--- src/rtl/fifo_rd_packer.sv ---
// Read-side drain for the async FIFO: packs RATIO show-ahead words into valid/ready beats.
// Define FIFO_RD_PACK_TIMEOUT_EN to auto-flush a partial beat after TIMEOUT idle cycles.
module fifo_rd_packer #(
    parameter int DSIZE   = 8,
    parameter int RATIO   = 4,
    parameter int TIMEOUT = 16
) (
    input  logic                   clk,
    input  logic                   rst,
    input  logic [DSIZE-1:0]       rdata,
    input  logic                   rempty,
    output logic                   rinc,
    input  logic                   flush,
    output logic [DSIZE*RATIO-1:0] m_data,
    output logic [RATIO-1:0]       m_keep,
    output logic                   m_valid,
    input  logic                   m_ready,
    output logic                   busy
);
    localparam int            CW   = $clog2(RATIO);
    localparam logic [CW-1:0] LAST = CW'(RATIO - 1);

    typedef struct packed {
        logic [RATIO-1:0][DSIZE-1:0] data;
        logic [RATIO-1:0]            keep;
    } beat_t;

    logic [RATIO-1:0][DSIZE-1:0] acc;
    logic [CW-1:0]               cnt;
    logic [1:0]                  occ;
    logic                        flush_pend;
    beat_t                       buf_q [2];
    beat_t                       enq_beat;
    logic                        room, pop, full_enq, part_enq, enq, deq, tmo_hit;

    // Only rempty is combinational into rinc; m_ready is kept out of this path.
    assign room     = (occ != 2'd2);
    assign rinc     = !rst && !rempty && !flush_pend && ((cnt != LAST) || room);
    assign pop      = rinc;
    assign full_enq = pop && (cnt == LAST);
    assign part_enq = flush_pend && (cnt != '0) && room;
    assign enq      = full_enq || part_enq;
    assign m_valid  = (occ != 2'd0);
    assign deq      = m_valid && m_ready;
    assign m_data   = buf_q[0].data;
    assign m_keep   = buf_q[0].keep;
    assign busy     = (cnt != '0) || m_valid || flush_pend;

    // Lanes at or above cnt are always zero, so a partial beat needs no data masking.
    always_comb begin
        enq_beat.data = acc;
        enq_beat.keep = '1;
        if (full_enq)
            enq_beat.data[RATIO-1] = rdata;
        else
            for (int i = 0; i < RATIO; i++) enq_beat.keep[i] = (i < int'(cnt));
    end

    always_ff @(posedge clk or posedge rst) begin
        if (rst) begin
            acc <= '0;
            cnt <= '0;
        end else if (enq) begin
            acc <= '0;
            cnt <= '0;
        end else if (pop) begin
            acc[cnt] <= rdata;
            cnt      <= cnt + 1'b1;
        end
    end

    always_ff @(posedge clk or posedge rst) begin
        if (rst)             flush_pend <= 1'b0;
        else if (flush_pend) flush_pend <= !((cnt == '0) || room);
        else                 flush_pend <= flush || tmo_hit;
    end

    // buf_q[0] is the head; buf_q[1] is only live when occ==2.
    always_ff @(posedge clk or posedge rst) begin
        if (rst) begin
            occ      <= '0;
            buf_q[0] <= '0;
            buf_q[1] <= '0;
        end else begin
            occ <= occ + {1'b0, enq} - {1'b0, deq};
            if (deq && occ == 2'd2)               buf_q[0] <= buf_q[1];
            else if (enq && (occ == 2'd0 || deq)) buf_q[0] <= enq_beat;
            if (enq && occ == 2'd1 && !deq)       buf_q[1] <= enq_beat;
        end
    end

`ifdef FIFO_RD_PACK_TIMEOUT_EN
    localparam int IW = $clog2(TIMEOUT + 1);
    logic [IW-1:0] idle_cnt;
    logic          idle_inc;

    assign idle_inc = (cnt != '0) && !pop && !flush_pend;
    assign tmo_hit  = idle_inc && (idle_cnt == IW'(TIMEOUT - 1));

    always_ff @(posedge clk or posedge rst) begin
        if (rst)                       idle_cnt <= '0;
        else if (!idle_inc || tmo_hit) idle_cnt <= '0;
        else                           idle_cnt <= idle_cnt + 1'b1;
    end
`else
    assign tmo_hit = 1'b0;
`endif

endmodule

--- config.mk ---
export PLATFORM = sky130hd
export DESIGN_NAME = fifo_rd_packer
export DESIGN_NICKNAME = d
export VERILOG_FILES = /design/src/rtl/fifo_rd_packer.sv
export SDC_FILE = /design/constraint.sdc
export NUM_CORES = 1
export LEC_CHECK = 0
export BUFFER_PORTS_ARGS = -buffer_cell sky130_fd_sc_hd__buf_2
export CORE_ASPECT_RATIO = 2
export CORE_MARGIN = 3
export CORE_UTILIZATION = 30
export DETAILED_ROUTE_END_ITERATION = 10
export GPL_ROUTABILITY_DRIVEN = 0
export GPL_TIMING_DRIVEN = 0
export SETUP_SLACK_MARGIN = 0.5
export SLEW_MARGIN = 5
export SYNTH_ARGS = -nofsm -noshare
export SYNTH_HDL_FRONTEND = slang
export SYNTH_SLANG_ARGS = --single-unit
--- constraint.sdc ---
create_clock -name clk -period 6.9 [get_ports clk]
set_input_delay 1.035 -clock clk [delete_from_list [all_inputs] [get_ports clk]]
set_output_delay 1.035 -clock clk [all_outputs]
set_load 0.01 [all_outputs]
After elaboration in Yosys (flattened, before gate mapping)
Index checks and enable logic that the tools add are counted.
{ "word_totals": {"wordCells": 71, "ff_bits": 109} }
{ "op_classes": {"n_reduce_logical": 29, "n_addsub": 3, "magnitude_cmp": 5, "eq_ne": 5, "muxes": 12} }
{ "op_table": {"columns": ["op", "n"], "rows": [
  ["36-bit 2-to-1 mux", 2],
  ["32-bit 2-to-1 mux", 2],
  ["32-bit bitwise mux", 1],
  ["8-bit demux with 2-bit select", 1],
  ["8-bit 2-to-1 mux", 2],
  ["1-bit logical AND", 12],
  ["2-bit nonzero test", 4],
  ["1-bit logical OR", 6],
  ["1-bit zero test", 5],
  ["2-bit == test (second input constant)", 2],
  ["2-bit zero test", 2],
  ["1-bit by 2-bit less-than comparator with 1-bit output (first input constant)", 2],
  ["2-bit 2-to-1 mux", 2],
  ["4-bit 2-to-1 mux", 1],
  ["2-bit inequality test (second input constant)", 2],
  ["2-bit by 3-bit less-than comparator with 1-bit output (second input constant)", 1],
  ["2-bit by 1-bit adder with 2-bit output", 1],
  ["2-bit by 1-bit adder with 2-bit output (second input constant)", 1],
  ["2-bit by 1-bit == test with 1-bit output (second input constant)", 1],
  ["2-bit by 1-bit greater-or-equal comparator with 1-bit output (second input constant)", 1],
  ["2-bit less-than comparator (first input constant)", 1],
  ["2-bit by 1-bit subtractor with 2-bit output", 1],
  ["1-bit 2-to-1 mux", 1]
]} }

Longest topological paths before layout
Gate-level depths: netlist (run 1).
{ "depth": {"ltp_word": 9, "depth_mapped": 10, "depth_no_buf": 10} }

Worst setup path before layout (run 1)
Ideal clock, no wire load.
{ "synth_path": {"kind": "input port to output port", "startpoint": "input rst", "endpoint": "output rinc", "stages": 3, "path_slack_ps": 4129, "arrival_ps": 1736, "t_required_ps": 5865, "cell_sequence": "or3_4 -> a21o_1 -> inv_1"} }
{ "synth_between": {"elab_chain_len": 4} }
{ "synth_rtl": {"columns": ["item", "line_no", "rtl"], "rows": [
  ["from (decl)", "9", "input logic rst,"],
  ["1-bit zero test (no line)", null, null],
  ["1-bit logical AND (3 in series)", "38", "assign rinc = !rst && !rempty && !flush_pend && ((cnt != LAST) || room);"],
  ["to (decl)", "12", "output logic rinc,"]
]} }
No other way between the ends.

Worst setup path after layout (run 1)
Same ends and word-level chain as after synthesis.

==> results of run 1 <==
power breakdown:
part,internal (mW),switching (mW)
clock network,0.276,0.227
logic,0.455,0.361
registers,0.841,0.129
stage by stage:
step | util [%] | setup WS, ns | total power [mW] | cell area [um^2]
finish | 35.7 | 3.81 | 2.29 | 5800
global route | 35.7 | 3.77 | 2.44 | 5800
CTS | 35.7 | 3.80 | 2.33 | 5800
detailed placement | 33.9 | 3.66 | 1.82 | 5510
global placement | 33.7 | 1.85 | 1.78 | 5480
floorplan | - | 2.99 | 1.57 | 4970
flip-flops by register name (all words and copies together) (netlist names):
register	cells
m_data	32
flush_pend	1
cnt	2
m_keep	4
acc	32
buf_q	36
occ	2
kinds of logic after synthesis:
| group | after synthesis | share of synthesized area (%) |
|---|---|---|
| compound gates | 53 | 7.68 |
| xor+xnor | 2 | 0.353 |
| fa+ha+maj | 8 | 2.01 |
| buf+inv | 63 | 8.06 |
| flops | 109 | 54.9 |
| mux | 94 | 21.1 |
| simple gates | 59 | 5.92 |
worst paths after layout:
kind,startpoint,end,slack [ns],cells after the start
max,rst,rinc,3.81,5
min,buf_q[31]$_DFFE_PP0P_,buf_q[31]$_DFFE_PP0P_,0.49,2
max reg2reg,cnt[0]$_DFFE_PP0P_,m_data[26]$_DFFE_PP0P_,4.10,8
min reg2reg,buf_q[31]$_DFFE_PP0P_,buf_q[31]$_DFFE_PP0P_,0.49,2
max in group asynchronous,rst,m_data[19]$_DFFE_PP0P_,5.39,3
min in group asynchronous,rst,flush_pend$_DFF_PP0_,0.80,2
cell usage in the layout (no fill, tap or decap), types with 2 or more instances in the layout:
master     synthesis  final
nor3_1             2      2
buf_4             36     36
nand2_1           12     12
a22o_1            24     24
buf_2              5     56
clkbuf_8           0      3
clkbuf_1           9     11
o21ai_0           11     11
dfrtp_1          109    109
nor2_1            24     24
o22ai_1            2      2
inv_1             10      9
a21oi_1           12     12
mux2_2            85     85
ha_1               8      8
xnor2_1            2      2
clkbuf_16          0      9
mux2i_1            8      8
and2_1            12     12
buf_6              3      3
layout make-up:
class,count,area [um^2],share of cell area [%]
buffer,53,363,6.26
tap,204,255,4.40
sequential,109,2730,47.0
clock buffer,14,274,4.72
multi-input combinational,216,1840,31.8
timing repair buffer,52,283,4.87
inverter,10,40.0,0.690
clock inverter,2,16.3,0.280
per-layer routing:
layer  part of all wire (%)  wire (um)  vias to the layer above
met5                      0          0                        -
li1                       -          -                     1436
met4                    2.9        303                        0
met3                    3.0        315                       14
met2                     55       5830                       56
met1                     39       4170                     1550
worst register-to-register path: stages, from the launching register on:
cell	delay (ns)
dfrtp_1	0.45
inv_1	0.12
ha_1	0.27
nand2b_1	0.21
nor2_1	0.39
nor2_2	0.20
o22ai_4	0.48
buf_6	0.24
mux2_2	0.34
==> out/metrics.cfg, run 1 <==
[outcome]
status=completed

[clock_tree]
clk_pin_slew_ns=0.07
post_cts_buffers=0
cts_resized=0
htree_levels=3
clock_latency_ns=0.35
cts_tree=yes
cts_buffer_depth=2
cts_buffers=9
cts_hold_buf=0
cts_root_buffer=clkbuf_16
clock-sinks=109

[placed_design]
port_buffers=51
dp_hpwl_mm=7.91
dp_cells=644

[power_and_ir_drop]
powerDensity_mw_per_mm2=395
p_leak_nw=2.97
ir_drop_v=0.000180

[synthesis]
yosys-top-cells-area=dfrtp_1 55%, mux2_2 19%, buf_4 5.4%, a22o_1 4.2%, ha_1 2.0%
synthFlopType=dfrtp_1
synth_most_common_cell=dfrtp_1
yosys.area.top_type=dfrtp_1
synth_cell_type_count=32
yosysWarnings=0
synth_cells=388
yosysSeqAreaShare_pct=54.9
ys_ff_latch=109
syn_nets=409
syn_area_per_cell_um2=12.8
syn_area_mm2=0.00497
synth_top_cell_area_share_pct=54.9
yosys-top-cells-count=109 x dfrtp_1, 85 x mux2_2, 36 x buf_4, 24 x a22o_1, 24 x nor2_1
synth-edff-count=0
synth-async-reset-ratio_pct=100

[sta]
fin_crit_sh_pct=44.7
finalSetupViolations=0
setup_tns_ns=0
fmax_mhz=324
layout_min_cycle_time_ns=3.09
skew_ns=0.00521
hold_viol=0
drv_slew=0
slew_headroom_pct=53.7
tightest_slew_ns=0.695
fin_hold_ws_ns=0.487
rsz0062_at_grt=no

[global_routing]
grt_overflow=0
use_met1_pct=13.4
grt_antenna_before_repair=0
gr-max-usage-layer=met2
grt_max_degree=57
use_met2_pct=22.5
grt_usage_pct=12.2
grt_pass1_wl_mm=17.5
grtUsageMet3_pct=2.38
grt_pass1_vias=3349

[job]
cap_violations=0

[routing]
drtPass1Iterations=4
viasPerCell=4.63
routedWlPerCell_um=16.1
drt_first_iter_violations=137
drtAntennaViolNets=0
vias=3056
drc_errors=0
totalWireLength_mm=10.6

[floorplanning]
start_util_pct=30.5
fp.dieW_um=97.0
core_area_mm2=0.0163
die-area_mm2=0.0182
rows=66
die_height_um=188
pin_count=52

[critical_path]
critPathBufInv=3
end_kind=output port
cp-start-kind=input port
worst_ep_arrival_time_ns=2.05
crit_path_frequent_cell=buf_2
critical_path.top_delay_family=simple AND/OR/NAND/NOR gates
critPathKind=in -> out
cp.required_ns=5.86
crit_slowest_cell=or3_4
max_stage_delay_ns=0.42
crit_fanout=6
critical_path.cell_chain=buf_2 > or3_4 > a21o_1 > inv_1 > buf_2

[hold_path]
hold_path.class=reg -> reg

[layout]
area_delta_synth_final_pct=16.7
drive_above_1_share_pct=44.5
final_cells=660
layout.nets=472
n_antenna_cell=0
num-fill-cells=1594

Note: power is estimated with default switching activity, not from simulation.
==> run 2: changes to the inputs <==
--- a/config.mk
+++ b/config.mk
@@ -5,6 +5,7 @@
 export SDC_FILE = /design/constraint.sdc
 export NUM_CORES = 1
 export LEC_CHECK = 0
+export ABC_AREA = 1
 export BUFFER_PORTS_ARGS = -buffer_cell sky130_fd_sc_hd__buf_2
 export CORE_ASPECT_RATIO = 2
 export CORE_MARGIN = 3
==> constraint.sdc (replaced) <==
create_clock -name clk -period 3 [get_ports clk]
set_input_delay 0.45 -clock clk [delete_from_list [all_inputs] [get_ports clk]]
set_output_delay 0.45 -clock clk [all_outputs]
set_load 0.01 [all_outputs]
==> run 2 against run 1 <==
  * Hold slack worse by 0.29 ns
  * Sequential share of layout area down 2.0 points
  * Routed wire length grew 12%
  * Die area grew 3.8%
  * Critical endpoint is now busy
  * Largest power group unchanged
==> out/metrics.cfg, run 2 <==
[critical_path]
critPathBufInv=3
worst_ep_arrival_time_ns=1.86
cp.required_ns=2.55
cp-start-kind=flip-flop
critical_path.top_delay_family=buffers and inverters
critical_path.cell_chain=inv_1 > ha_1 > clkbuf_1 > nand3_1 > buf_2
crit_slowest_cell=dfrtp_1
end_kind=output port
critPathKind=reg -> out
max_stage_delay_ns=0.43
crit_fanout=10

[global_routing]
grt_pass1_vias=3932
grt_overflow=0
grt_max_degree=35
grt_usage_pct=13.6
grt_pass1_wl_mm=20.1
grt_antenna_before_repair=0

[layout]
multi_input_area_mm2=0.00181
n_antenna_cell=0
area_delta_synth_final_pct=17.2
drive_above_1_share_pct=21.1
layout.nets=704
seq_area_mm2=0.00273
regMostFlops=buf_q
num-fill-cells=1776
final_util_pct=35.9
layout_commonest_cell=nand2_1
largest_register_ffs=36
layout_common_cells=243 x nand2_1, 109 x dfrtp_1, 64 x buf_2

[synthesis]
yosys-top-cells-count=243 x nand2_1, 109 x dfrtp_1, 47 x inv_1, 42 x nand3_1, 41 x buf_4
yosysSeqAreaShare_pct=52.8
yosys.area.top_type=dfrtp_1
synth_cell_type_count=28
synth_most_common_cell=nand2_1
syn_area_per_cell_um2=8.36
synth_cells=618
ys_ff_latch=109
synth-edff-count=0
synth_top_cell_area_share_pct=52.8
synthFlopType=dfrtp_1
synth-async-reset-ratio_pct=100
syn_nets=639
syn_area_mm2=0.00517
yosys-top-cells-area=dfrtp_1 53%, nand2_1 18%, buf_4 6.0%, nand3_1 4.1%, inv_1 3.4%
yosysWarnings=0

[power_and_ir_drop]
ir_drop_v=0.000343
p_leak_nw=3.27
powerDensity_mw_per_mm2=939

[hold_path]
hold_path.class=in -> async

[clock_tree]
htree_levels=3
clock-sinks=109
clock_latency_ns=0.35
cts_resized=0
cts_hold_buf=0
cts_tree=yes
cts_buffers=9
post_cts_buffers=0
clk_pin_slew_ns=0.07
cts_root_buffer=clkbuf_16
cts_buffer_depth=2

[floorplanning]
die-area_mm2=0.0189
pin_count=52
start_util_pct=30.7
die_height_um=192
fp.dieW_um=98.8
core_area_mm2=0.0168
rows=67

[sta]
tightest_slew_ns=0.599
fmax_mhz=432
fin_crit_sh_pct=77.1
drv_slew=0
slew_headroom_pct=60.0
setup_tns_ns=0
hold_viol=0
skew_ns=0.00901
rsz0062_at_grt=no
layout_min_cycle_time_ns=2.31
finalSetupViolations=0

[routing]
drt_first_iter_violations=269
totalWireLength_mm=11.9
routedWlPerCell_um=13.3
drc_errors=0
drtAntennaViolNets=0
vias=3892
viasPerCell=4.35
drtPass1Iterations=6

[outcome]
status=completed

[job]
cap_violations=0

[placed_design]
dp_hpwl_mm=9.22
port_buffers=51

-- run 2: cell types whose count changed in the layout (fill, tap and decap cells not counted), sizes merged, moves of 8 or more --
cell   change
nand2    +236
mux2      -86
o21ai     +58
nand3     +42
inv       +39
a22o      -24
nor2      -20
buf       +16
a21oi     -12
and2      -12
nand4      +9
mux2i      -8
-- run 2: worst register-to-register path: stages (launching register included) --
cell and delay, ns:
dfrtp_1 0.42, inv_1 0.13, ha_1 0.26, inv_1 0.23, nand3_2 0.16, nand2_4 0.18, nand2_2 0.08, nand2_4 0.16
buf_2 0.27, nand3_1 0.18, nand2_1 0.10
-- run 2: final timing paths --
kind	startpoint	endpoint	slack, ns	cells after the start
hold / removal	rst	buf_q[31]$_DFFE_PP0P_	0.20	2
min in group clk	flush	flush_pend$_DFF_PP0_	0.30	3
setup reg to reg	cnt[0]$_DFFE_PP0P_	m_data[31]$_DFFE_PP0P_	0.77	10
hold reg to reg	acc[2]$_DFFE_PP0P_	acc[2]$_DFFE_PP0P_	0.47	2
max in group asynchronous	rst	buf_q[18]$_DFFE_PP0P_	2.01	4
setup / recovery	cnt[0]$_DFFE_PP0P_	busy	0.69	5
-- run 2: final cells by class --
| cell class | instances | area share, % |
|---|---|---|
| well taps | 207 | 4.28 |
| flip-flops and latches | 109 | 45.0 |
| plain buffers | 65 | 7.23 |
| clock inverters | 6 | 1.03 |
| repair buffers | 54 | 5.33 |
| inverters | 50 | 3.20 |
| clock buffers | 10 | 3.95 |
| multi-input cells | 394 | 29.9 |
-- run 2: logic make-up (layout without fill, tap and decap cells) --
kind of cell	after synthesis	count (layout)	synth area share, %
compound gates	77	77	7.96
xor+xnor	2	2	0.339
buf+inv	115	185	12.2
simple gates	307	307	24.8
flops	109	109	52.8
fa+ha+maj	8	8	1.94
-- run 2: power breakdown --
group          internal [mW]  switching [mW]
Combinational          0.848            1.32
Sequential              2.04           0.287
Clock                  0.667           0.529
-- run 2: routing by layer --
layer	share of wire [%]	GRT usage (%)	up-vias	wire length, um
met3	3.3	2.44	15	392
met4	3.2	6.73	0	382
met1	39	14.9	1758	4700
li1	-	-	2040	-
met5	0	0	-	0
met2	54	24.6	79	6420
-- run 2: through the flow --
stage,cell area (um^2),hold slack (ns),power (mW),worst slack [ns],cells
after floorplan,5170,0.442,3.91,1.11,618
after global placement,5690,0.455,4.50,0.426,876
after detailed placement,5750,0.459,4.56,0.785,879
after CTS,6060,0.208,5.77,0.695,895
after global routing,6060,0.240,6.19,0.563,895
final,6060,0.198,5.69,0.686,895
==> run 3: changes to the inputs <==
==> constraint.sdc (replaced) <==
create_clock -name clk -period 2.4 [get_ports clk]
set_input_delay 0.36 -clock clk [delete_from_list [all_inputs] [get_ports clk]]
set_output_delay 0.36 -clock clk [all_outputs]
set_load 0.01 [all_outputs]
==> run 3 against run 2 <==
  * Hold slack worse by 0.090 ns
  * Utilization up 1.0 points
  * Total power up 31%
  * First-iteration DRC count up 3.0%
  * Non-clock buffer count up 13
  * Register-to-register slack worse by 0.18 ns
  * Via count up 3.3%
==> out/metrics.cfg, run 3 (synthesis results as in run 2) <==
[routing]
drtAntennaViolNets=0
routedWlPerCell_um=13.5
drc_errors=0
totalWireLength_mm=12.3
vias=4022
drtPass1Iterations=5
viasPerCell=4.42
drt_first_iter_violations=277

[layout]
area_delta_synth_final_pct=20.5
n_antenna_cell=0
drive_above_1_share_pct=24.1
layout.nets=718
final_cells=909
layout_commonest_cell=nand2_1
largest_register_ffs=36
regMostFlops=buf_q
layout_common_cells=243 x nand2_1, 108 x dfrtp_1, 62 x buf_2

[global_routing]
grt_overflow=0
grt_antenna_before_repair=0
grt_usage_pct=13.6
grt_pass1_wl_mm=20.2
grt_pass1_vias=3978
grt_max_degree=35

[power_and_ir_drop]
finalPower_mw=7.44
seq_power_share_pct=39.7
powerDensity_mw_per_mm2=1190
p_switching_mw=2.76
p_leak_nw=3.35
intPower_mw=4.68
pwr-share-comb_pct=40.2
ir_drop_v=0.000455
switching_share_pct=37.1
p_clk_share_pct=20.1

[sta]
drv_slew=0
finalSetupViolations=0
hold_viol=0
fin_crit_sh_pct=76.2
fin_hold_ws_ns=0.108
slew_headroom_pct=59.9
rsz0062_at_grt=yes
fmax_mhz=547
layout_min_cycle_time_ns=1.83
tightest_slew_ns=0.600
skew_ns=0.00930

[floorplanning]
die-area_mm2=0.0189
die_height_um=192
start_util_pct=30.7
rows=67
core_area_mm2=0.0168
pin_count=52
fp.dieW_um=98.8

[critical_path]
cp.required_ns=2.04
crit_fanout=10
r2r_cells=9
end_kind=output port
cp-start-kind=flip-flop
worst_ep_arrival_time_ns=1.47
critPathKind=reg -> out

[clock_tree]
cts_buffer_depth=2
cts_tree=yes
clk_pin_slew_ns=0.07
htree_levels=3
clock_latency_ns=0.35
cts_buffers=9
cts_root_buffer=clkbuf_16
clock-sinks=109

[job]
cap_violations=0

[outcome]
status=completed

[placed_design]
dp_hpwl_mm=9.22
dp_cells=879
port_buffers=51

[hold_path]
hold_path.class=in -> async

## run 3: cell count changes in the layout (fill, tap and decap cells not counted), sizes merged
cell / before / now
buf: 112 / 123
clkbuf: 17 / 19
nor2: 5 / 6
## run 3: final timing paths
check / from / endpoint / slack, ns
max in group asynchronous: rst / m_data[4]$_DFFE_PP0P_ / 1.51
setup reg to reg: cnt[1]$_DFFE_PP0P_ / acc[14]$_DFFE_PP0P_ / 0.59
hold reg to reg: acc[2]$_DFFE_PP0P_ / acc[2]$_DFFE_PP0P_ / 0.47
min in group clk: flush / flush_pend$_DFF_PP0_ / 0.21
setup / recovery: cnt[1]$_DFFE_PP0P_ / busy / 0.57
hold / removal: rst / buf_q[31]$_DFFE_PP0P_ / 0.11
## run 3: power by group through the flow
stage               logic [mW]  registers (mW)  clock network (mW)
floorplan                 2.03            2.85                   0
CTS                       2.91            2.96                1.54
finish                    2.99            2.95                1.50
global placement          2.69            2.93                   0
global route              3.41            3.06                1.61
detailed placement        2.75            2.95                   0
## run 3: metrics by stage
stage	setup TNS (ns)	worst slack (ns)	util (%)	instance area, um^2
after floorplan	0	0.511	-	5170
after global placement	-8.57	-0.0843	33.7	5690
after detailed placement	0	0.185	34.2	5750
after CTS	0	0.500	36.3	6110
after global routing	0	0.493	37.0	6230
final	0	0.572	37.0	6230
## run 3: timing repair
item | 4_1_cts | 5_1_grt
pin swaps | 2 | 4
gates cloned | 0 | 3
buffers inserted | 3 | 8
hold buffers | 0 | 0
setup endpoints to repair | 83 | 88
resized for setup | 11 | 15
## run 3: metal layers
| layer | vias to the layer above | track usage, % | routed length [um] |
|---|---|---|---|
| met5 | - | 0 | 0 |
| met4 | 0 | 8.15 | 664 |
| met3 | 27 | 2.54 | 439 |
| met2 | 85 | 24.1 | 6390 |
| met1 | 1835 | 15.0 | 4790 |
| li1 | 2075 | - | - |
## run 3: critical path, stage by stage (launching register included)
cell      delay (ns)
dfrtp_1         0.43
inv_2           0.12
ha_4            0.17
clkbuf_8        0.17
nand3_1         0.07
buf_2           0.15
## run 3: cell type report
| type | count | area [um^2] |
|---|---|---|
| Buffer | 65 | 475 |
| Clock buffer | 10 | 239 |
| Fill cell | 1748 | 10600 |
| Timing Repair Buffer | 67 | 418 |
| Inverter | 50 | 196 |
| Sequential cell | 109 | 2730 |
| Tap cell | 207 | 259 |
| Multi-Input combinational cell | 395 | 1850 |
| Clock inverter | 6 | 62.6 |
